### config.mk
export PLATFORM = sky130hd
export DESIGN_NAME = hash_sequencer
export DESIGN_NICKNAME = d
export VERILOG_FILES = /design/src/rtl/hash_sequencer.sv
export SDC_FILE = /design/constraint.sdc
export NUM_CORES = 1
export LEC_CHECK = 0
export ABC_AREA = 1
export ABC_CLOCK_PERIOD_IN_PS = 3800
export CORE_MARGIN = 4
export CORE_UTILIZATION = 31
export DETAILED_ROUTE_END_ITERATION = 12
export SLEW_MARGIN = 30
export SYNTH_ARGS = -nofsm -noshare
export SYNTH_HDL_FRONTEND = slang
export SYNTH_SLANG_ARGS = --single-unit
### constraint.sdc
create_clock -name clk -period 3.8 [get_ports clk]
set_input_delay 0.76 -clock clk [delete_from_list [all_inputs] [get_ports clk]]
set_output_delay 0.76 -clock clk [all_outputs]
set_load 0.05 [all_outputs]
### src/rtl/hash_sequencer.sv
// Sequences a SHA-256 core through a double hash of an 80-byte header per nonce,
// compares the digest against a leading-zero target and walks the nonce range.
module hash_sequencer #(
    parameter int SEL_MAX   = 64,
    parameter int ZBITS     = 32,
    parameter int NONCE_IDX = 3
) (
    input  logic        clk,
    input  logic        rst,
    input  logic        start,
    input  logic        abort,
    input  logic [31:0] nonce_start,
    input  logic [31:0] nonce_end,
    output logic [4:0]  hdr_addr,
    input  logic [31:0] hdr_data,
    output logic [1:0]  block,
    output logic [6:0]  select,
    output logic [31:0] msg_in,
    input  logic [31:0] h1,
    input  logic [31:0] h2,
    output logic        busy,
    output logic        done,
    output logic        found,
    output logic [31:0] nonce_out,
    output logic [63:0] hash_hi
);

    localparam logic [2:0] S_IDLE  = 3'd0;
    localparam logic [2:0] S_BLK0  = 3'd1;
    localparam logic [2:0] S_BLK1  = 3'd2;
    localparam logic [2:0] S_BLK2  = 3'd3;
    localparam logic [2:0] S_CHECK = 3'd4;
    localparam logic [2:0] S_DONE  = 3'd5;

    localparam logic [6:0] SEL_LAST = 7'(SEL_MAX);
    localparam logic [6:0] SEL_NIDX = 7'(NONCE_IDX);

    logic [2:0]  state;
    logic [2:0]  nstate;
    logic [6:0]  nsel;
    logic [31:0] nonce;
    logic [31:0] nonce_last;
    logic [63:0] digest;
    logic        hit;

    function automatic logic is_hit(input logic [63:0] d);
        logic [63:0] mask;
        mask = ~64'd0 << (64 - ZBITS);
        return (d & mask) == 64'd0;
    endfunction

    function automatic logic [1:0] blk_code(input logic [2:0] st);
        case (st)
            S_BLK0:  return 2'd0;
            S_BLK1:  return 2'd1;
            S_BLK2:  return 2'd2;
            default: return 2'd3;
        endcase
    endfunction

    // Word presented to the core in the cycle where state/select equal st/s.
    function automatic logic [31:0] msg_word(input logic [2:0] st, input logic [6:0] s,
                                             input logic [31:0] hd, input logic [31:0] nc);
        logic [31:0] w;
        w = 32'd0;
        if (s < 7'd16) begin
            if (st == S_BLK0) begin
                w = hd;
            end else if (st == S_BLK1) begin
                if (s < 7'd3)          w = hd;
                else if (s == SEL_NIDX) w = nc;
                else if (s == 7'd4)     w = 32'h8000_0000;
                else if (s == 7'd15)    w = 32'h0000_0280;
            end
        end
        return w;
    endfunction

    // hdr_addr runs one cycle ahead so the registered msg_in lines up with select.
    function automatic logic [4:0] next_addr(input logic [2:0] st, input logic [6:0] s,
                                             input logic [4:0] cur);
        logic [4:0] a;
        a = cur;
        case (st)
            S_IDLE, S_CHECK, S_DONE: a = 5'd0;
            S_BLK0: begin
                if (s < 7'd15)            a = 5'(s + 7'd1);
                else if (s == SEL_LAST)   a = 5'd16;
            end
            S_BLK1: begin
                if (s < 7'd2)             a = 5'(s + 7'd17);
            end
            default: a = cur;
        endcase
        return a;
    endfunction

    assign digest = {h1, h2};
    assign hit    = is_hit(digest);

    always_comb begin
        nstate = state;
        nsel   = 7'd0;
        case (state)
            S_IDLE:  if (start) nstate = S_BLK0;
            S_BLK0:  if (select == SEL_LAST) nstate = S_BLK1; else nsel = select + 7'd1;
            S_BLK1:  if (select == SEL_LAST) nstate = S_BLK2; else nsel = select + 7'd1;
            S_BLK2:  if (select == SEL_LAST) nstate = S_CHECK; else nsel = select + 7'd1;
            S_CHECK: nstate = (hit || nonce == nonce_last) ? S_DONE : S_BLK0;
            S_DONE:  nstate = S_IDLE;
            default: nstate = S_IDLE;
        endcase
        if (abort) begin
            nstate = S_IDLE;
            nsel   = 7'd0;
        end
    end

    always_ff @(posedge clk) begin
        if (rst) begin
            state      <= S_IDLE;
            block      <= 2'd3;
            select     <= 7'd0;
            msg_in     <= 32'd0;
            hdr_addr   <= 5'd0;
            busy       <= 1'b0;
            done       <= 1'b0;
            found      <= 1'b0;
            nonce_out  <= 32'd0;
            hash_hi    <= 64'd0;
            nonce      <= 32'd0;
            nonce_last <= 32'd0;
        end else begin
            state    <= nstate;
            select   <= nsel;
            block    <= blk_code(nstate);
            msg_in   <= msg_word(nstate, nsel, hdr_data, nonce);
            hdr_addr <= next_addr(nstate, nsel, hdr_addr);
            done     <= (nstate == S_DONE);
            busy     <= (nstate == S_BLK0) || (nstate == S_BLK1) ||
                        (nstate == S_BLK2) || (nstate == S_CHECK);
            if (!abort) begin
                if (state == S_IDLE && start) begin
                    nonce      <= nonce_start;
                    nonce_last <= nonce_end;
                    found      <= 1'b0;
                    nonce_out  <= 32'd0;
                end
                if (state == S_CHECK) begin
                    hash_hi <= digest;
                    if (hit) begin
                        found     <= 1'b1;
                        nonce_out <= nonce;
                    end else if (nonce == nonce_last) begin
                        found     <= 1'b0;
                        nonce_out <= nonce_last;
                    end else begin
                        nonce <= nonce + 32'd1;
                    end
                end
            end
        end
    end

endmodule
==> results.tsv <==
metric	value	unit
post-route ant nets	0	
CTS tree	yes	
CTS Buf Count	27	
final core occ	44.47	%
hold slack	0.4611	ns
critical path class	flop to flop	
placed cell areas	14470	um2
Worst Path Buf+Inv	1	
status	finished, final reports clean	
CTS H-tree depth	1	
Worst EP required	4.28	ns
grt ovf	0	
delay-heaviest family, CP	compound AO/OA/AOI/OAI gates	
first-pass GRT wire length	66.81	mm
Synth Instances	1661	
I/O pin cnt	309	
Clock Latency Late Sink	0.56	ns
initial drt markers	977	
HP Class	flop to flop	
Setup Skew	0.01757	ns
Critical Path Max Stage Delay	0.78	ns
DIE AREA	38840	um2
drt pass-1 iters	5	
die extent in x	197.1	um
worst r2r dst	msg_in[31]$_SDFF_PP0_	
Initial Util	31.77	%
synthesized area	11080	um2
area taken by multi-input logic gates	5901	um2
PD cells	396.6	nW/um2
sequential share of the synthesized area	38.30	%
Final Hold Vio Count	0	
layout cells sized above 1	6.188	%
Slew Viols, Final	0	
r2r setup slk	0.99	ns
register area	4244	um2
Core Area	34880	um2
Net Count, Synth	1830	
Sum Neg Setup Slack	0	ns
FF-to-FF Start	nonce[29]$_SDFFE_PP0N_	
RSZ-0062 raised after global routing	no	
clk slew on worst S/H paths	0.06	ns
Main synth FF type	dfxtp_1	
row cnt	68	
maximum VDD drop	377.1	uV
Setup-failing EPs final	0	
DPL Wire Length	30.35	mm
Worst setup SP type	flop	
Total Nets Final	2071	
Syn-to-layout area delta	39.98	%
DRC errors left	0	
crit path max fanout	33	
Routability Congestion	0.9272	
worst hold path depth	2	
asr flop ratio synth	0	%
Via Count	12116	
finished layout cell area	15510	um2
Final Cycle Share	74.08	%
Slowest-stage cell, CP	a21oi_4	
via-per-instance ratio	5.089	
antenna violations before repair	3	
DIE HEIGHT	197.1	um
FMAX	355.2	MHz
Total Routing Usage GR	21.17	%
Synth area leader	dfxtp_1	
area fraction of the dominant cell type after synthesis	38.30	%
Leak	5.871	nW
final WL	42.52	mm
largest net degree at the start of global routing	99	
YS warnings	0	
max_slew headroom	36.11	%
post-cts hold buffer count	0	
hold path startpoint	hash_hi[38]$_SDFFE_PP0P_	
postcts setup bufs	0	
Routed WL per cell	17.86	um
max_cap viols	0	
Most Frequent Cell on Critical Path	nand2_1	
Slew @ Worst Pin	0.9573	ns
R2R depth	12	
Clock Sinks	212	
Seq cells post-synth	212	
Longest Clk Path Bufs	3	
leading post-synthesis cells by cell area	dfxtp_1 (38%), nand2_1 (16%), a21oi_1 (8.2%)	
cells along the critical path	inv_1, nand2_1, nand2_1, nand2_1, nor2_1, nand2_1, nor2_1, nand3_1, nand3_2, a21oi_4, nand2_1, a21oi_1	
EDFF count, synth	0	
Critical Path End Type	flop	
Port Buf Inserts	308	
arrival time worst endpoint	3.29	ns
worst hold endpoint	hash_hi[38]$_SDFFE_PP0P_	
Tmin final	2.815	ns
Post-CTS Resized	0	
library cells used by synthesis	37	
vias in the first global route	11694	
root buffer cell	clkbuf_16	
FILL cells	3574	
syn_area_per_cell	6.672	um2
worst max path at each step:
| stage | depth (start not counted) | end | slack [ns] | startpoint |
|---|---|---|---|---|
| after floorplan | 13 | msg_in[11]$_SDFF_PP0_ | 1.28 | select[0]$_SDFF_PP0_ |
| after global placement | 15 | msg_in[7]$_SDFF_PP0_ | 0.61 | abort |
| after detailed placement | 14 | msg_in[31]$_SDFF_PP0_ | 0.57 | abort |
| after CTS | 12 | msg_in[29]$_SDFF_PP0_ | 1.05 | nonce[19]$_SDFFE_PP0N_ |
| after global routing | 12 | msg_in[6]$_SDFF_PP0_ | 0.76 | nonce[19]$_SDFFE_PP0N_ |
| final | 12 | msg_in[31]$_SDFF_PP0_ | 0.99 | nonce[29]$_SDFFE_PP0N_ |
registers in the layout, summed over array words and instances, names as in the netlist:
register	cells
block	2
busy	1
done	1
found	1
hash_hi	64
hdr_addr	5
msg_in	32
nonce	32
nonce_last	32
nonce_out	32
select	7
state	3
through the flow:
stage / power, mW / setup slack (ns) / std cells
2_1_floorplan: 2.856 / 1.276 / 1661
3_3_place_gp: 3.236 / 0.6120 / 2328
3_5_place_dp: 3.242 / 0.5673 / 2328
4_1_cts: 6.208 / 1.051 / 2378
5_1_grt: 6.393 / 0.7645 / 2381
6_report: 6.152 / 0.9850 / 2381
final cells by class:
class                   count  share of cell area [%]
multi-input cells        1213                   38.04
flip-flops and latches    212                   27.36
repair buffers            334                   21.44
clock buffers              31                   4.646
well taps                 455                   3.670
inverters                 114                   2.775
clock inverters            19                   2.025
diodes                      3                 0.04839
power by group:
| part | total (mW) | internal (mW) | switching [mW] | leakage (nW) |
|---|---|---|---|---|
| combinational | 0.802 | 0.342 | 0.460 | 3.65 |
| clock | 2.95 | 1.85 | 1.10 | 0.496 |
| sequential | 2.40 | 2.30 | 0.104 | 1.73 |
cells by family (layout without fill, tap and decap cells):
| group | Yosys count | after routing | share of synthesized area [%] |
|---|---|---|---|
| xor+xnor | 51 | 51 | 4.031 |
| other cells | 0 | 3 | 0 |
| buf+inv | 236 | 498 | 8.592 |
| simple gates | 807 | 807 | 31.22 |
| fa+ha+maj | 5 | 5 | 0.5645 |
| compound gates | 350 | 350 | 17.30 |
| flops | 212 | 212 | 38.30 |
layout by cell type, fill, tap and decap left out, drive strengths merged, types with 20 or more instances in the layout:
cell type	instances
a21oi	183
buf	27
clkbuf	31
clkdlybuf4s50	307
dfxtp	212
inv	115
nand2	485
nand3	180
nor2	94
nor3	20
o211ai	55
o21ai	105
xnor2	22
xor2	29
synthesized netlist by cell type, types with 3 or more instances:
library cell / number
buf_1: 7
nor4_1: 3
inv_1: 105
nor2_2: 9
o211ai_1: 55
nor3_1: 19
clkbuf_1: 79
nand3_1: 176
nand3_2: 4
buf_2: 30
buf_6: 3
nand2_1: 479
nand2_2: 6
ha_1: 5
o21ai_0: 103
a31oi_1: 4
nand4_1: 16
dfxtp_1: 212
xnor2_1: 22
nor2_1: 83
nand3b_1: 5
inv_2: 9
a21oi_1: 181
xor2_1: 29
per-layer routing:
layer	track usage [%]	vias up	routed length (um)
li1	-	5970	-
met4	7.422	2	1383
met5	1.111	-	61
met3	4.656	71	3419
met2	31.44	457	18440
met1	30.23	5616	19220
tightest hold or removal path, cell delays in order (launching register included):
cell and delay, ns:
dfxtp_1 0.31, nand2_1 0.06, a21oi_1 0.05
Power figures use the tool's default switching activity.
